==> src/rtl/vga_timing_gen_pkg.sv <==
// vga_timing_gen_pkg: shared 640x480@60 timing defaults and axis total helper
package vga_timing_gen_pkg;
  localparam int H_ACTIVE_D = 640;
  localparam int H_FP_D     = 16;
  localparam int H_SYNC_D   = 96;
  localparam int H_BP_D     = 48;
  localparam int V_ACTIVE_D = 480;
  localparam int V_FP_D     = 10;
  localparam int V_SYNC_D   = 2;
  localparam int V_BP_D     = 33;
  localparam int CW_D       = 10;
  function automatic int axis_total(input int a, input int f, input int s, input int b);
    return a + f + s + b;
  endfunction
endpackage

==> src/rtl/timing_axis.sv <==
// timing_axis: one counter axis (active, front porch, sync, back porch) with registered sync decode; ports: clk, reset_n, i_adv, i_restart -> o_cnt, o_sync, o_wrap, o_nxt_act, o_nxt_zero
module timing_axis
  import vga_timing_gen_pkg::*;
#(
  parameter int ACTIVE = H_ACTIVE_D,
  parameter int FP     = H_FP_D,
  parameter int SYNC   = H_SYNC_D,
  parameter int BP     = H_BP_D,
  parameter bit POL    = 1'b0,
  parameter int CW     = CW_D
) (
  input  logic          clk,
  input  logic          reset_n,
  input  logic          i_adv,
  input  logic          i_restart,
  output logic [CW-1:0] o_cnt,
  output logic          o_sync,
  output logic          o_wrap,
  output logic          o_nxt_act,
  output logic          o_nxt_zero
);
  localparam int TOTAL = axis_total(ACTIVE, FP, SYNC, BP);
  localparam logic [CW-1:0] LAST    = CW'(TOTAL - 1);
  localparam logic [CW-1:0] SYNC_LO = CW'(ACTIVE + FP);
  localparam logic [CW-1:0] SYNC_HI = CW'(ACTIVE + FP + SYNC);
  localparam logic [CW-1:0] ACT_END = CW'(ACTIVE);
  logic [CW-1:0] r_cnt;
  logic [CW-1:0] w_nxt;
  logic          r_sync;
  assign o_wrap     = i_adv && (r_cnt == LAST);
  assign w_nxt      = i_restart ? '0 : o_wrap ? '0 : i_adv ? r_cnt + CW'(1) : r_cnt;
  assign o_nxt_act  = w_nxt < ACT_END;
  assign o_nxt_zero = w_nxt == '0;
  // sync is decoded from the next count so it lines up with o_cnt
  always_ff @(posedge clk or negedge reset_n)
    if (!reset_n) begin
      r_cnt  <= '0;
      r_sync <= ~POL;
    end else begin
      r_cnt  <= w_nxt;
      r_sync <= (w_nxt >= SYNC_LO && w_nxt < SYNC_HI) ? POL : ~POL;
    end
  assign o_cnt  = r_cnt;
  assign o_sync = r_sync;
endmodule

==> src/rtl/vga_timing_gen.sv <==
// vga_timing_gen: VGA raster timing; ports: clk, reset_n, pix_en, restart -> x, y, hsync, vsync, active, line_start, frame_start, frame_cnt
module vga_timing_gen
  import vga_timing_gen_pkg::*;
#(
  parameter int H_ACTIVE = H_ACTIVE_D,
  parameter int H_FP     = H_FP_D,
  parameter int H_SYNC   = H_SYNC_D,
  parameter int H_BP     = H_BP_D,
  parameter int V_ACTIVE = V_ACTIVE_D,
  parameter int V_FP     = V_FP_D,
  parameter int V_SYNC   = V_SYNC_D,
  parameter int V_BP     = V_BP_D,
  parameter bit HS_POL   = 1'b0,
  parameter bit VS_POL   = 1'b0,
  parameter int CW       = CW_D
) (
  input  logic          clk,
  input  logic          reset_n,
  input  logic          pix_en,
  input  logic          restart,
  output logic [CW-1:0] x,
  output logic [CW-1:0] y,
  output logic          hsync,
  output logic          vsync,
  output logic          active,
  output logic          line_start,
  output logic          frame_start,
  output logic [7:0]    frame_cnt
);
  logic       w_h_wrap, w_v_wrap, w_h_act, w_v_act, w_h_zero, w_v_zero;
  logic       r_active, r_line_start, r_frame_start;
  logic [7:0] r_frame_cnt;
  timing_axis #(.ACTIVE(H_ACTIVE), .FP(H_FP), .SYNC(H_SYNC), .BP(H_BP), .POL(HS_POL), .CW(CW)) u_h (
    .clk(clk), .reset_n(reset_n), .i_adv(pix_en), .i_restart(restart),
    .o_cnt(x), .o_sync(hsync), .o_wrap(w_h_wrap), .o_nxt_act(w_h_act), .o_nxt_zero(w_h_zero)
  );
  // vertical axis steps only when the horizontal axis wraps
  timing_axis #(.ACTIVE(V_ACTIVE), .FP(V_FP), .SYNC(V_SYNC), .BP(V_BP), .POL(VS_POL), .CW(CW)) u_v (
    .clk(clk), .reset_n(reset_n), .i_adv(w_h_wrap), .i_restart(restart),
    .o_cnt(y), .o_sync(vsync), .o_wrap(w_v_wrap), .o_nxt_act(w_v_act), .o_nxt_zero(w_v_zero)
  );
  // combined flags registered from the axes' next-value decode, reset matches pixel (0,0)
  always_ff @(posedge clk or negedge reset_n)
    if (!reset_n) begin
      r_active      <= 1'b1;
      r_line_start  <= 1'b1;
      r_frame_start <= 1'b1;
      r_frame_cnt   <= '0;
    end else begin
      r_active      <= w_h_act && w_v_act;
      r_line_start  <= w_h_zero;
      r_frame_start <= w_h_zero && w_v_zero;
      r_frame_cnt   <= r_frame_cnt + 8'(w_v_wrap && !restart);
    end
  assign active      = r_active;
  assign line_start  = r_line_start;
  assign frame_start = r_frame_start;
  assign frame_cnt   = r_frame_cnt;
endmodule

==> config.mk <==
export PLATFORM = sky130hd
export DESIGN_NAME = vga_timing_gen
export DESIGN_NICKNAME = d
export VERILOG_FILES = /design/src/rtl/vga_timing_gen_pkg.sv /design/src/rtl/timing_axis.sv /design/src/rtl/vga_timing_gen.sv
export SDC_FILE = /design/constraint.sdc
export NUM_CORES = 1
export LEC_CHECK = 0
export CAP_MARGIN = 0
export CORE_ASPECT_RATIO = 0.5
export CORE_MARGIN = 8
export CORE_UTILIZATION = 35
export DETAILED_ROUTE_END_ITERATION = 8
export GPL_TIMING_DRIVEN = 0
export HOLD_SLACK_MARGIN = 0.05
export PLACE_DENSITY = 0.61
export SETUP_SLACK_MARGIN = 0.3
export SLEW_MARGIN = 20
export SYNTH_ARGS = -nofsm -noshare
export SYNTH_HDL_FRONTEND = slang
export SYNTH_SLANG_ARGS = --single-unit
==> constraint.sdc <==
create_clock -name clk -period 3 [get_ports clk]
set_input_delay 0.6 -clock clk [delete_from_list [all_inputs] [get_ports clk]]
set_output_delay 0.6 -clock clk [all_outputs]
set_load 0.02 [all_outputs]
# [After elaboration in Yosys (flattened, before gate mapping)]
# Index checks and enable logic that the tools add are counted.
[totals] ff_bits=33 in_bits=4 out_inout_bits=33 word_cells=37
[op_classes] addsub=3 order_cmp=6 eq_ne=2 n_mux=8 n_reduce_logical=10
[op_table] cell="2-to-1 mux 10 bit" n=6
[op_table] cell="adder 10 x 1 -> 10 bit, second input constant" n=2
[op_table] cell="equality test 10 bit, second input constant" n=2
[op_table] cell="zero test 10 bit" n=2
[op_table] cell="< comparator 10 bit, second input constant" n=2
[op_table] cell="< comparator 10 x 9 -> 1 bit, second input constant" n=2
[op_table] cell="greater-or-equal comparator 10 bit, second input constant" n=1
[op_table] cell="greater-or-equal comparator 10 x 9 -> 1 bit, second input constant" n=1
[op_table] cell="adder 8 x 1 -> 8 bit" n=1
[op_table] cell="logical AND 1 bit" n=7
[op_table] cell="2-to-1 mux 1 bit" n=2
[op_table] cell="zero test 1 bit" n=1

# [Longest topological paths before layout]
# Gate-level depths: netlist of the first run.
[logic_depth] depth_word=8 ltp_mapped=12 depth_no_buf=10

# [By module]
# From an unflattened synthesis of the first run, not the netlist that was laid out.
[unflattened] cells_unflattened=206 area_unflattened_um2=1970.6
[modules_own_cells] module="timing_axis (u_v)" n_inst=1 cells_per_inst=85 area_each_um2=779.5
[modules_own_cells] module="timing_axis (u_h)" n_inst=1 cells_per_inst=91 area_each_um2=768.2
[modules_own_cells] module="vga_timing_gen" n_inst=1 cells_per_inst=30 area_each_um2=422.9

# [Worst setup path before layout of the first run]
# No wires, ideal clock.
[synth_timing] kind="register -> register" start="register u_h.r_cnt[0], in the netlist u_h.o_cnt[0]" end="register r_frame_cnt[6], in the netlist frame_cnt[6]" setup_time_ns=0.129 arrival_time_ns=2.338 path_slack_ns=0.533 stages_incl_launch_ff=13 path_buffers=2 period_less_slack_ns=2.467 cell_sequence="dfrtp_1 ha_1 and4_1 buf_6 and3_2 buf_4 nand4_1 nor2_1 ha_1 ha_1 and3_1 nand3_1 xnor2_1"
[synth_via] elab_chain_cells=5
[synth_rtl] element="from (decl)" line_no="timing_axis.sv:27" rtl="logic [CW-1:0] r_cnt;"
[synth_rtl] element="from (signal assigned)" line_no="timing_axis.sv:40" rtl="r_cnt <= w_nxt;"
[synth_rtl] element="equality test 10 bit" line_no="timing_axis.sv:30" rtl="assign o_wrap = i_adv && (r_cnt == LAST);"
[synth_rtl] element="logical AND 1 bit (2 in a row)" line_no="timing_axis.sv:30"
[synth_rtl] element="logical AND 1 bit" line_no="vga_timing_gen.sv:53" rtl="r_frame_cnt <= r_frame_cnt + 8'(w_v_wrap && !restart);"
[synth_rtl] element="adder 8 x 1 -> 8 bit" line_no="vga_timing_gen.sv:53"
[synth_rtl] element="to (signal assigned)" line_no="vga_timing_gen.sv:53"
[synth_rtl] element="to (decl)" line_no="vga_timing_gen.sv:32" rtl="logic [7:0] r_frame_cnt;"
# Every way passes these cells.

# [Final worst setup path of the first run]
[layout_timing] start="input port pix_en" end="register r_active, in the netlist active"
[layout_via] elab_chain_cells=6
[layout_rtl] element="from (decl)" line_no="vga_timing_gen.sv:19" rtl="input logic pix_en,"
[layout_rtl] element="logical AND 1 bit" line_no="timing_axis.sv:30"
[layout_rtl] element="2-to-1 mux 10 bit / logical AND 1 bit (equally long branches)" line_no="timing_axis.sv:31, timing_axis.sv:30"
[layout_rtl] element="2-to-1 mux 10 bit (2 in a row)" line_no="timing_axis.sv:31" rtl="assign w_nxt = i_restart ? '0 : o_wrap ? '0 : i_adv ? r_cnt + CW'(1) : r_cnt;"
[layout_rtl] element="< comparator 10 x 9 -> 1 bit" line_no="timing_axis.sv:32" rtl="assign o_nxt_act = w_nxt < ACT_END;"
[layout_rtl] element="logical AND 1 bit *" line_no="vga_timing_gen.sv:50" rtl="r_active <= w_h_act && w_v_act;"
[layout_rtl] element="to (signal assigned)" line_no="vga_timing_gen.sv:50"
[layout_rtl] element="to (decl)" line_no="vga_timing_gen.sv:31" rtl="logic r_active, r_line_start, r_frame_start;"
# Every way passes the cells marked *; elsewhere a longest branch is shown, timed or not.

==> results.yml, run 1 <==
pwr:
  leakagePower_nw: 1.11
  total_power_mw: 1.12
  peakVddDrop_mv: 0.187
  powerDensity_nw_per_um2: 410
synth:
  synth_edf_count: 0
  syn_area_per_cell_sq_um: 9.46
  syn_nets: 224
  synthesis.area_sq_um: 2030
  synth_top_flop_cell: "dfrtp_1"
  synthCells: 215
  ys_seq_elements: 33
  yosys_warnings: 0
  ys_types: 58
  ys_seq_area_frac: 0.409
  synthArstFlopShare: 1.00
sta:
  whs_ns: 0.286
  final_hold_viol_count: 0
  fin_setup_tns_ns: 0
  rsz0062_at_grt: "yes"
  fin_worst_skew_ns: 0.00482
  fin_crit_ns: 2.60
  period_share: 0.867
  max_slew_margin: 0.703
  clock.fmax_mhz: 384
  setup_viol: 0
  worst_pin_slew_ns: 0.439
  slew_viol_final: 0
die:
  core-area_sq_um: 5540
  fp.dieH_um: 69.9
  die_area_sq_um: 8660
  core.rowCount: 19
  initial_core_util: 0.367
  io_pins: 37
  fp.dieW_um: 124
setup_path:
  crit_arrival_ns: 2.80
  r2r_slack_ns: 0.46
  critPathCaptureType: "flip-flop"
  critPathKind: "primary input to flip-flop"
  rr_startpoint: "u_h.o_cnt[0]$_DFF_PN0_"
  max_stage_delay_ns: 0.65
  cpMaxStageDelayCell: "or4b_2"
  reg2reg_to: "frame_cnt[6]$_DFF_PN0_"
  crit_chain: "clkdlybuf4s50_1 -> buf_2 -> nand4_1 -> or2_2 -> or4b_2 -> a31oi_1 -> nor3_1"
  critPathLaunch: "pix_en"
  cp.required_ns: 3.20
  cp_max_fo: 10
  start_kind: "primary input"
  r2r_cells: 12
global_route:
  grt_overflow: 0
  grtUsageTotal: 0.121
  antenna_found_initial: 0
  grt_pass1_wl_um: 8510
  grt_max_degree: 33
  grt_pass1_vias: 1701
placed_design:
  hpwlAfterDp_um: 3690
  place_congestion: 0.865
  portBuffers: 36
  post_dp_cell_area_sq_um: 2500
finish:
  nets: 275
  seqCellArea_sq_um: 832
  fillers: 514
  drive_gt1_frac: 0.184
  antenna_cells: 0
  multi_input_area_sq_um: 1120
  layout_common_cells: "clkdlybuf4s50_1, nor2_1, dfrtp_1, xnor2_1, nand2_1"
  layout_commonest_cell: "clkdlybuf4s50_1"
  synthToLayoutAreaGrowth_pct: 34.7
  final_area_sq_um: 2740
  final_util: 0.495
clock_network:
  cts_max_level: 2
  root_buffer: "clkbuf_16"
  cts.sinks: 33
  tritoncts: "built"
  cts-hold-fix-buffers: 0
  clkSlewWorstSetupHoldPaths_ns: 0.05
  ctsLongestPathBuffers: 2
  cts_made_buffers: 5
  clk_latency_ns: 0.28
routing:
  wl_per_cell_um: 15.3
  drt-total-wl_um: 5210
  dr.pass1.iters: 4
  ant_nets: 0
  via_count: 1805
  drcViolationCount: 0
  drt_iter0_drc: 62
  vias_per_cell: 5.31
run_status:
  status: "completed"
run:
  maxCapViolCount: 0
min_path:
  hold_path.class: "primary input to async pin"
[what timing repair did]
item / 4_1_cts / 5_1_grt
setup endpoints to repair: 0 / 2
gates resized for setup: 0 / 4
buffers inserted: 0 / 7
[cells by family (layout without fill, tap and decap cells)]
family / after synthesis / in the layout / share of synthesized area
AO/OA/AOI/OAI: 31 / 31 / 0.105
XOR/XNOR: 24 / 24 / 0.103
adder cells (fa/ha/maj): 5 / 5 / 0.0308
buffers and inverters: 18 / 70 / 0.0467
flip-flops: 33 / 33 / 0.409
multiplexers: 4 / 4 / 0.0203
AND/OR/NAND/NOR: 100 / 100 / 0.285
[flip-flops by register name, indices dropped and copies added (netlist names)]
register,flops
u_h.o_cnt,10
u_h.o_sync,1
active,1
frame_start,1
frame_cnt,8
u_v.o_sync,1
line_start,1
u_v.o_cnt,10
[worst max-delay path: cells and delay by family]
| family | cells | cell delay [ns] |
|---|---|---|
| simple gates | 4 | 1.28 |
| compound gates | 1 | 0.24 |
| buf+inv | 2 | 0.68 |
[stage by stage]
step,setup slack (ns),std cells
floorplan,0.533,215
detailed placement,0.0728,325
global placement,0.0660,324
finish,0.399,340
global route,0.281,340
CTS,0.338,333
[cells in the mapped netlist, drive strengths merged, types with 2 or more instances]
cell	number	area (sq um)
and3	4	26.3
nor3b	2	20.0
nand3b	3	22.5
nand4	12	90.1
nor4bb	2	20.0
mux2i	3	30.0
nand4b	2	17.5
nand2	12	45.0
inv	3	11.3
nor3	4	20.0
a31oi	2	12.5
nand3	10	50.1
o21bai	2	15.0
dfrtp	28	701
xnor2	14	123
or4	3	27.5
or2	2	12.5
dfstp	5	131
and4	4	36.3
a41o	2	20.0
o21a	2	15.0
o21ai	6	30.0
clkbuf	5	20.0
buf	10	63.8
nor2	30	113
xor2	10	87.6
and2	3	18.8
ha	5	62.6
a31o	2	17.5
a21oi	7	38.8
[worst max-delay path by stage]
| stage | depth (start not counted) | slack, ns | to |
|---|---|---|---|
| 2_1_floorplan | 12 | 0.53 | frame_cnt[6]$_DFF_PN0_ |
| 3_3_place_gp | 12 | 0.07 | frame_cnt[6]$_DFF_PN0_ |
| 3_5_place_dp | 12 | 0.07 | frame_cnt[6]$_DFF_PN0_ |
| 4_1_cts | 7 | 0.34 | active$_DFF_PN1_ |
| 5_1_grt | 12 | 0.28 | frame_cnt[6]$_DFF_PN0_ |
| 6_report | 7 | 0.40 | active$_DFF_PN1_ |
[power by group]
| part | internal (mW) | switching [mW] |
|---|---|---|
| registers | 0.453 | 0.00659 |
| clock network | 0.414 | 0.181 |
| logic | 0.0296 | 0.0383 |
| total | 0.897 | 0.226 |
[cell type report]
type / count / share of cell area
flip-flops and latches: 33 / 0.304
repair buffers: 44 / 0.156
multi-input cells: 164 / 0.408
clock inverters: 1 / 0.0110
inverters: 3 / 0.00411
plain buffers: 15 / 0.0320
clock buffers: 7 / 0.0521
well taps: 73 / 0.0333
[per-layer routing]
layer / wire length [um] / up-vias / track usage
met2: 2490 / 38 / 0.194
li1: - / 873 / -
met3: 250 / 14 / 0.0249
met1: 2330 / 880 / 0.153
met5: 0 / - / 0
met4: 131 / 0 / 0.0530
(Power assumes the default switching activity.)
==> inputs of run 2 (changes only) <==
--- a/config.mk
+++ b/config.mk
@@ -9,6 +9,7 @@
 export CORE_ASPECT_RATIO = 0.5
 export CORE_MARGIN = 8
 export CORE_UTILIZATION = 35
+export CTS_CLUSTER_SIZE = 30
 export DETAILED_ROUTE_END_ITERATION = 8
 export GPL_TIMING_DRIVEN = 0
 export HOLD_SLACK_MARGIN = 0.05
==> results of run 2 <==
No change in the layout: final DEF, timing and power equal those of run 1.
==> inputs of run 3 (changes only) <==
--- a/config.mk
+++ b/config.mk
@@ -5,7 +5,6 @@
 export SDC_FILE = /design/constraint.sdc
 export NUM_CORES = 1
 export LEC_CHECK = 0
-export CAP_MARGIN = 0
 export CORE_ASPECT_RATIO = 0.5
 export CORE_MARGIN = 8
 export CORE_UTILIZATION = 35
==> results of run 3 <==
No change in the layout: final DEF, timing and power equal those of run 1.
